### src/rtl/fetch_unit.sv
// Instruction-fetch stage: owns the PC, addresses a combinational instruction memory and
// registers the fetched word into IF/ID, with stall, redirect/flush and early JUMP resolution.
module fetch_unit #(
  parameter logic [31:0] RESET_PC    = 32'd0,
  parameter int unsigned IMEM_DEPTH  = 32,
  parameter logic [5:0]  JUMP_OPCODE = 6'h15,
  parameter logic [31:0] NOP_WORD    = 32'h0000_0000
) (
  input  logic        clk,
  input  logic        rst_n,
  input  logic        stall_i,
  input  logic        redirect_i,
  input  logic [31:0] redirect_pc_i,
  output logic [31:0] imem_addr_o,
  input  logic [31:0] imem_data_i,
  output logic [31:0] ifid_instr_o,
  output logic [31:0] ifid_pc_o,
  output logic        ifid_valid_o,
  output logic        pc_oob_o,
  output logic [31:0] instr_count_o
);

  localparam logic [31:0] DepthW = 32'(IMEM_DEPTH);

  logic [31:0] r_pc;
  logic [31:0] r_ifid_instr;
  logic [31:0] r_ifid_pc;
  logic        r_ifid_valid;
  logic [31:0] r_count;

  logic [31:0] w_pc_d;
  logic [31:0] w_ifid_instr_d;
  logic [31:0] w_ifid_pc_d;
  logic        w_ifid_valid_d;
  logic [31:0] w_count_d;
  logic        w_oob;
  logic        w_is_jump;

  assign w_oob     = (r_pc >= DepthW);
  assign w_is_jump = (imem_data_i[31:26] == JUMP_OPCODE);

  always_comb begin
    w_pc_d         = r_pc;
    w_ifid_instr_d = r_ifid_instr;
    w_ifid_pc_d    = r_ifid_pc;
    w_ifid_valid_d = r_ifid_valid;
    w_count_d      = r_count;
    if (redirect_i) begin
      // Flush must win over stall, and discards any JUMP fetched this cycle.
      w_pc_d         = redirect_pc_i;
      w_ifid_instr_d = NOP_WORD;
      w_ifid_valid_d = 1'b0;
    end else if (stall_i) begin
      w_pc_d = r_pc;
    end else if (w_oob) begin
      w_ifid_instr_d = NOP_WORD;
      w_ifid_valid_d = 1'b0;
    end else begin
      w_ifid_instr_d = imem_data_i;
      w_ifid_pc_d    = r_pc;
      w_ifid_valid_d = 1'b1;
      w_count_d      = r_count + 32'd1;
      w_pc_d         = w_is_jump ? {16'b0, imem_data_i[15:0]} : r_pc + 32'd1;
    end
  end

  always_ff @(posedge clk or negedge rst_n) begin
    if (!rst_n) begin
      r_pc         <= RESET_PC;
      r_ifid_instr <= NOP_WORD;
      r_ifid_pc    <= 32'd0;
      r_ifid_valid <= 1'b0;
      r_count      <= 32'd0;
    end else begin
      r_pc         <= w_pc_d;
      r_ifid_instr <= w_ifid_instr_d;
      r_ifid_pc    <= w_ifid_pc_d;
      r_ifid_valid <= w_ifid_valid_d;
      r_count      <= w_count_d;
    end
  end

  assign imem_addr_o   = r_pc;
  assign ifid_instr_o  = r_ifid_instr;
  assign ifid_pc_o     = r_ifid_pc;
  assign ifid_valid_o  = r_ifid_valid;
  assign pc_oob_o      = w_oob;
  assign instr_count_o = r_count;

endmodule

### config.mk
export PLATFORM = sky130hd
export DESIGN_NAME = fetch_unit
export DESIGN_NICKNAME = d
export VERILOG_FILES = /design/src/rtl/fetch_unit.sv
export SDC_FILE = /design/constraint.sdc
export NUM_CORES = 1
export LEC_CHECK = 0
export BUFFER_PORTS_ARGS = -buffer_cell sky130_fd_sc_hd__buf_4
export CAP_MARGIN = 10
export CORE_MARGIN = 4
export CORE_UTILIZATION = 45
export DETAILED_ROUTE_END_ITERATION = 7
export HOLD_SLACK_MARGIN = 0.03
export PLACE_DENSITY = 0.83
export SLEW_MARGIN = 15
export SYNTH_ARGS = -nofsm -noshare
export SYNTH_HDL_FRONTEND = slang
export SYNTH_SLANG_ARGS = --single-unit
### constraint.sdc
create_clock -name clk -period 1.75 [get_ports clk]
set_input_delay 0.2625 -clock clk [delete_from_list [all_inputs] [get_ports clk]]
set_output_delay 0.2625 -clock clk [all_outputs]
set_load 0.01 [all_outputs]
==> flow_metrics.env <==
export IMPL_ys_types=50
export IMPL_cp_max_fo=8
export IMPL_finalSetupViolCount=97
export IMPL_ioPinCount=198
export IMPL_pwr_density_cell_nw_per_um2=863
export IMPL_async_flop_share=1.00
export IMPL_ys_warn_count=0
export IMPL_cts_buffers=17
export IMPL_drtIter0Drc=305
export IMPL_h_tree_depth=4
export IMPL_num_rows=40
export IMPL_start_util=0.459
export IMPL_p_leak_nw=4.50
export IMPL_drv_cap=0
export IMPL_vias=4832
export IMPL_multiInputGateArea_um2=2510
export IMPL_wire_per_inst_um=19.5
export IMPL_cts_sinks=129
export IMPL_nets=801
export IMPL_yosys_cell_count_top_type="dfrtp_1"
export IMPL_ys_seq_area_frac=0.588
export IMPL_core_region_area_um2=12000
export IMPL_synthToLayoutAreaGrowth_pct=63.5
export IMPL_tns_ns=-8.88
export IMPL_route_detailed_drc=0
export IMPL_finalCritPeriodShare=1.14
export IMPL_synthCells=452
export IMPL_combPwrFrac=0.096
export IMPL_tightest_slew_ns=0.548
export IMPL_nFillCells=749
export IMPL_portBuffers=197
export IMPL_placed_area_um2=7620
export IMPL_violations="negative setup slack"
export IMPL_vdd_ir_drop_worst_mv=0.637
export IMPL_diodes=0
export IMPL_synth_area_leader_cell="dfrtp_1"
export IMPL_worst_setup_path_type="reg -> reg"
export IMPL_seq_area_um2=3230
export IMPL_maxSlewViolCount=0
export IMPL_yosys_top_cells_count="dfrtp_1 (129), nand2_1 (43), a22o_1 (32)"
export IMPL_grt_max_degree=43
export IMPL_relSlewSlack=0.625
export IMPL_dr_pass1_iters=5
export IMPL_die_w_um=118
export IMPL_syn_area_um2=5490
export IMPL_layout_min_cycle_time_ns=1.99
export IMPL_pwr_share_seq=0.404
export IMPL_switchingPower_mw=1.69
export IMPL_clk_latency_ns=0.41
export IMPL_yosys_register_bits=129
export IMPL_p_sw_frac=0.218
export IMPL_grt_pass1_vias=5092
export IMPL_synth_edff_count=0
export IMPL_cts_buffer_depth=2
export IMPL_p_clk_frac=0.500
export IMPL_root_buffer="clkbuf_16"
export IMPL_syn_avg_cell_area_um2=12.1
export IMPL_grt_pass1_wl_um=27200
export IMPL_antenna_left=0
export IMPL_yosysTopAreaCellShare=0.588
export IMPL_grt_use_total=0.247
export IMPL_arrival_ns=2.29
export IMPL_max_freq_ghz=0.502
export IMPL_dieHeight_um=118
export IMPL_place_gp_congestion=0.851
export IMPL_finalWorstSetupSlack_ns=-0.241
export IMPL_min_path_type="in -> reg"
export IMPL_p_int_mw=6.06
export IMPL_antenna_found_initial=0
export IMPL_synth_ff_type="dfrtp_1"
export IMPL_grt_overflow_total=0
export IMPL_vias_per_cell=5.43
export IMPL_p_total_mw=7.75
export IMPL_synthTopCellsByArea="dfrtp_1 (59%), a22o_1 (5.1%), xnor2_1 (4.6%), mux2_2 (3.9%), and2_1 (3.3%)"
export IMPL_finClkSkew_ns=0.00512
export IMPL_hold_viol_final=0
export IMPL_status="complete, but fails checks"
export IMPL_wl_um=17400
export IMPL_clk_pin_slew_worst_paths_ns=0.06
export IMPL_layout_drive_gt1_share=0.559
export IMPL_fin_util=0.750
export IMPL_holdWs_ns=0.0769
export IMPL_end_kind="flip-flop"
export IMPL_critPathLaunchType="flip-flop"
export IMPL_rsz0062_at_grt="yes"
export IMPL_cts_tree="done"
export IMPL_required_ns=2.05
export IMPL_design_area_um2=8970
export IMPL_dp_hpwl_um=11700
export IMPL_dieArea_um2=14000
export IMPL_syn_nets=523
placed cells by master, fill, tap and decap left out, drive strengths merged, types with 2 or more instances in the layout:
cell,Yosys,routed
o221ai,2,2
nor2,16,16
xnor2,29,29
o211ai,2,2
a22o,32,32
dfrtp,129,129
inv,7,7
bufinv,0,4
nor3,3,3
o21ai,6,6
nor2b,8,8
and3,8,8
ha,3,3
nor3b,2,2
o31a,3,3
and4,4,4
or3,3,3
nor4,10,10
nand2b,3,3
a221oi,2,2
nand2,43,43
mux2i,3,3
and2,31,31
mux2,19,19
xor2,5,5
clkbuf,16,26
a2111oi,3,3
clkinvlp,0,3
nand4,13,13
a21oi,9,9
buf,8,280
nand3,20,20
a211oi,2,2
registers in the layout (all words and copies together) (netlist names):
| signal | count |
|---|---|
| ifid_pc_o | 32 |
| instr_count_o | 32 |
| imem_addr_o | 32 |
| ifid_instr_o | 32 |
| ifid_valid_o | 1 |
worst paths after layout:
check / start / endpoint / slack [ns] / cells after the start
worst max register to register: imem_addr_o[28]$_DFFE_PN0P_ / instr_count_o[9]$_DFFE_PN0P_ / -0.24 / 6
max in group asynchronous: rst_n / ifid_pc_o[7]$_DFFE_PN0P_ / 0.73 / 3
worst max-delay path: imem_addr_o[28]$_DFFE_PN0P_ / instr_count_o[9]$_DFFE_PN0P_ / -0.24 / 6
worst min register to register: instr_count_o[31]$_DFFE_PN0P_ / instr_count_o[31]$_DFFE_PN0P_ / 0.48 / 1
worst min-delay path: imem_data_i[21] / ifid_instr_o[21]$_DFFE_PN0P_ / 0.08 / 2
min in group asynchronous: rst_n / instr_count_o[30]$_DFFE_PN0P_ / 0.36 / 2
per-layer routing:
layer | part of all wire | routed length, um | track usage
met5 | 0 | 0 | 0
met4 | 0.032 | 547 | 0.103
met3 | 0.073 | 1270 | 0.0679
met2 | 0.50 | 8630 | 0.406
met1 | 0.40 | 6900 | 0.308
layout make-up:
type                            count  share of cell area
Sequential cell                   129               0.360
Multi-Input combinational cell    292               0.279
Timing Repair Buffer              283               0.264
Clock buffer                       24              0.0570
Tap cell                          147              0.0205
Clock inverter                      8              0.0165
Inverter                            7             0.00293
logic make-up (layout without fill, tap and decap cells):
| group | Yosys count | count (layout) | share of synthesized area |
|---|---|---|---|
| AO/OA/AOI/OAI | 66 | 66 | 0.0982 |
| XOR/XNOR | 34 | 34 | 0.0542 |
| adder cells (fa/ha/maj) | 3 | 3 | 0.00684 |
| buffers and inverters | 31 | 322 | 0.0223 |
| flip-flops | 129 | 129 | 0.588 |
| multiplexers | 22 | 22 | 0.0444 |
| AND/OR/NAND/NOR | 167 | 167 | 0.186 |
worst max-delay path, stage by stage, from the launching register on:
cell and delay [ns]:
dfrtp_1 0.41, nor4_4 0.36, and4_4 0.29, buf_6 0.10, nand3_4 0.14, or3_4 0.43, xnor2_2 0.14
power groups by stage:
stage / registers, mW / logic (mW) / clock network, mW
floorplan: 3.23 / 0.180 / 0
CTS: 3.13 / 0.733 / 3.93
global placement: 3.17 / 0.699 / 0
detailed placement: 3.18 / 0.714 / 0
global route: 3.14 / 0.803 / 4.06
finish: 3.13 / 0.740 / 3.87
through the flow:
step | setup WS [ns] | std cells
2_1_floorplan | -0.149 | 452
3_3_place_gp | -0.162 | 836
3_5_place_dp | -0.231 | 836
4_1_cts | -0.220 | 882
5_1_grt | -0.319 | 890
6_report | -0.241 | 890
timing repair:
action	4_1_cts	5_1_grt
endpoints found under the hold margin	29	0
resized for setup	73	26
endpoints found under the setup margin	86	114
hold buffers	1	0
cloned	5	2
pin swaps	57	38
setup buffers	8	7
No activity file was read; power rests on OpenSTA's default activity.
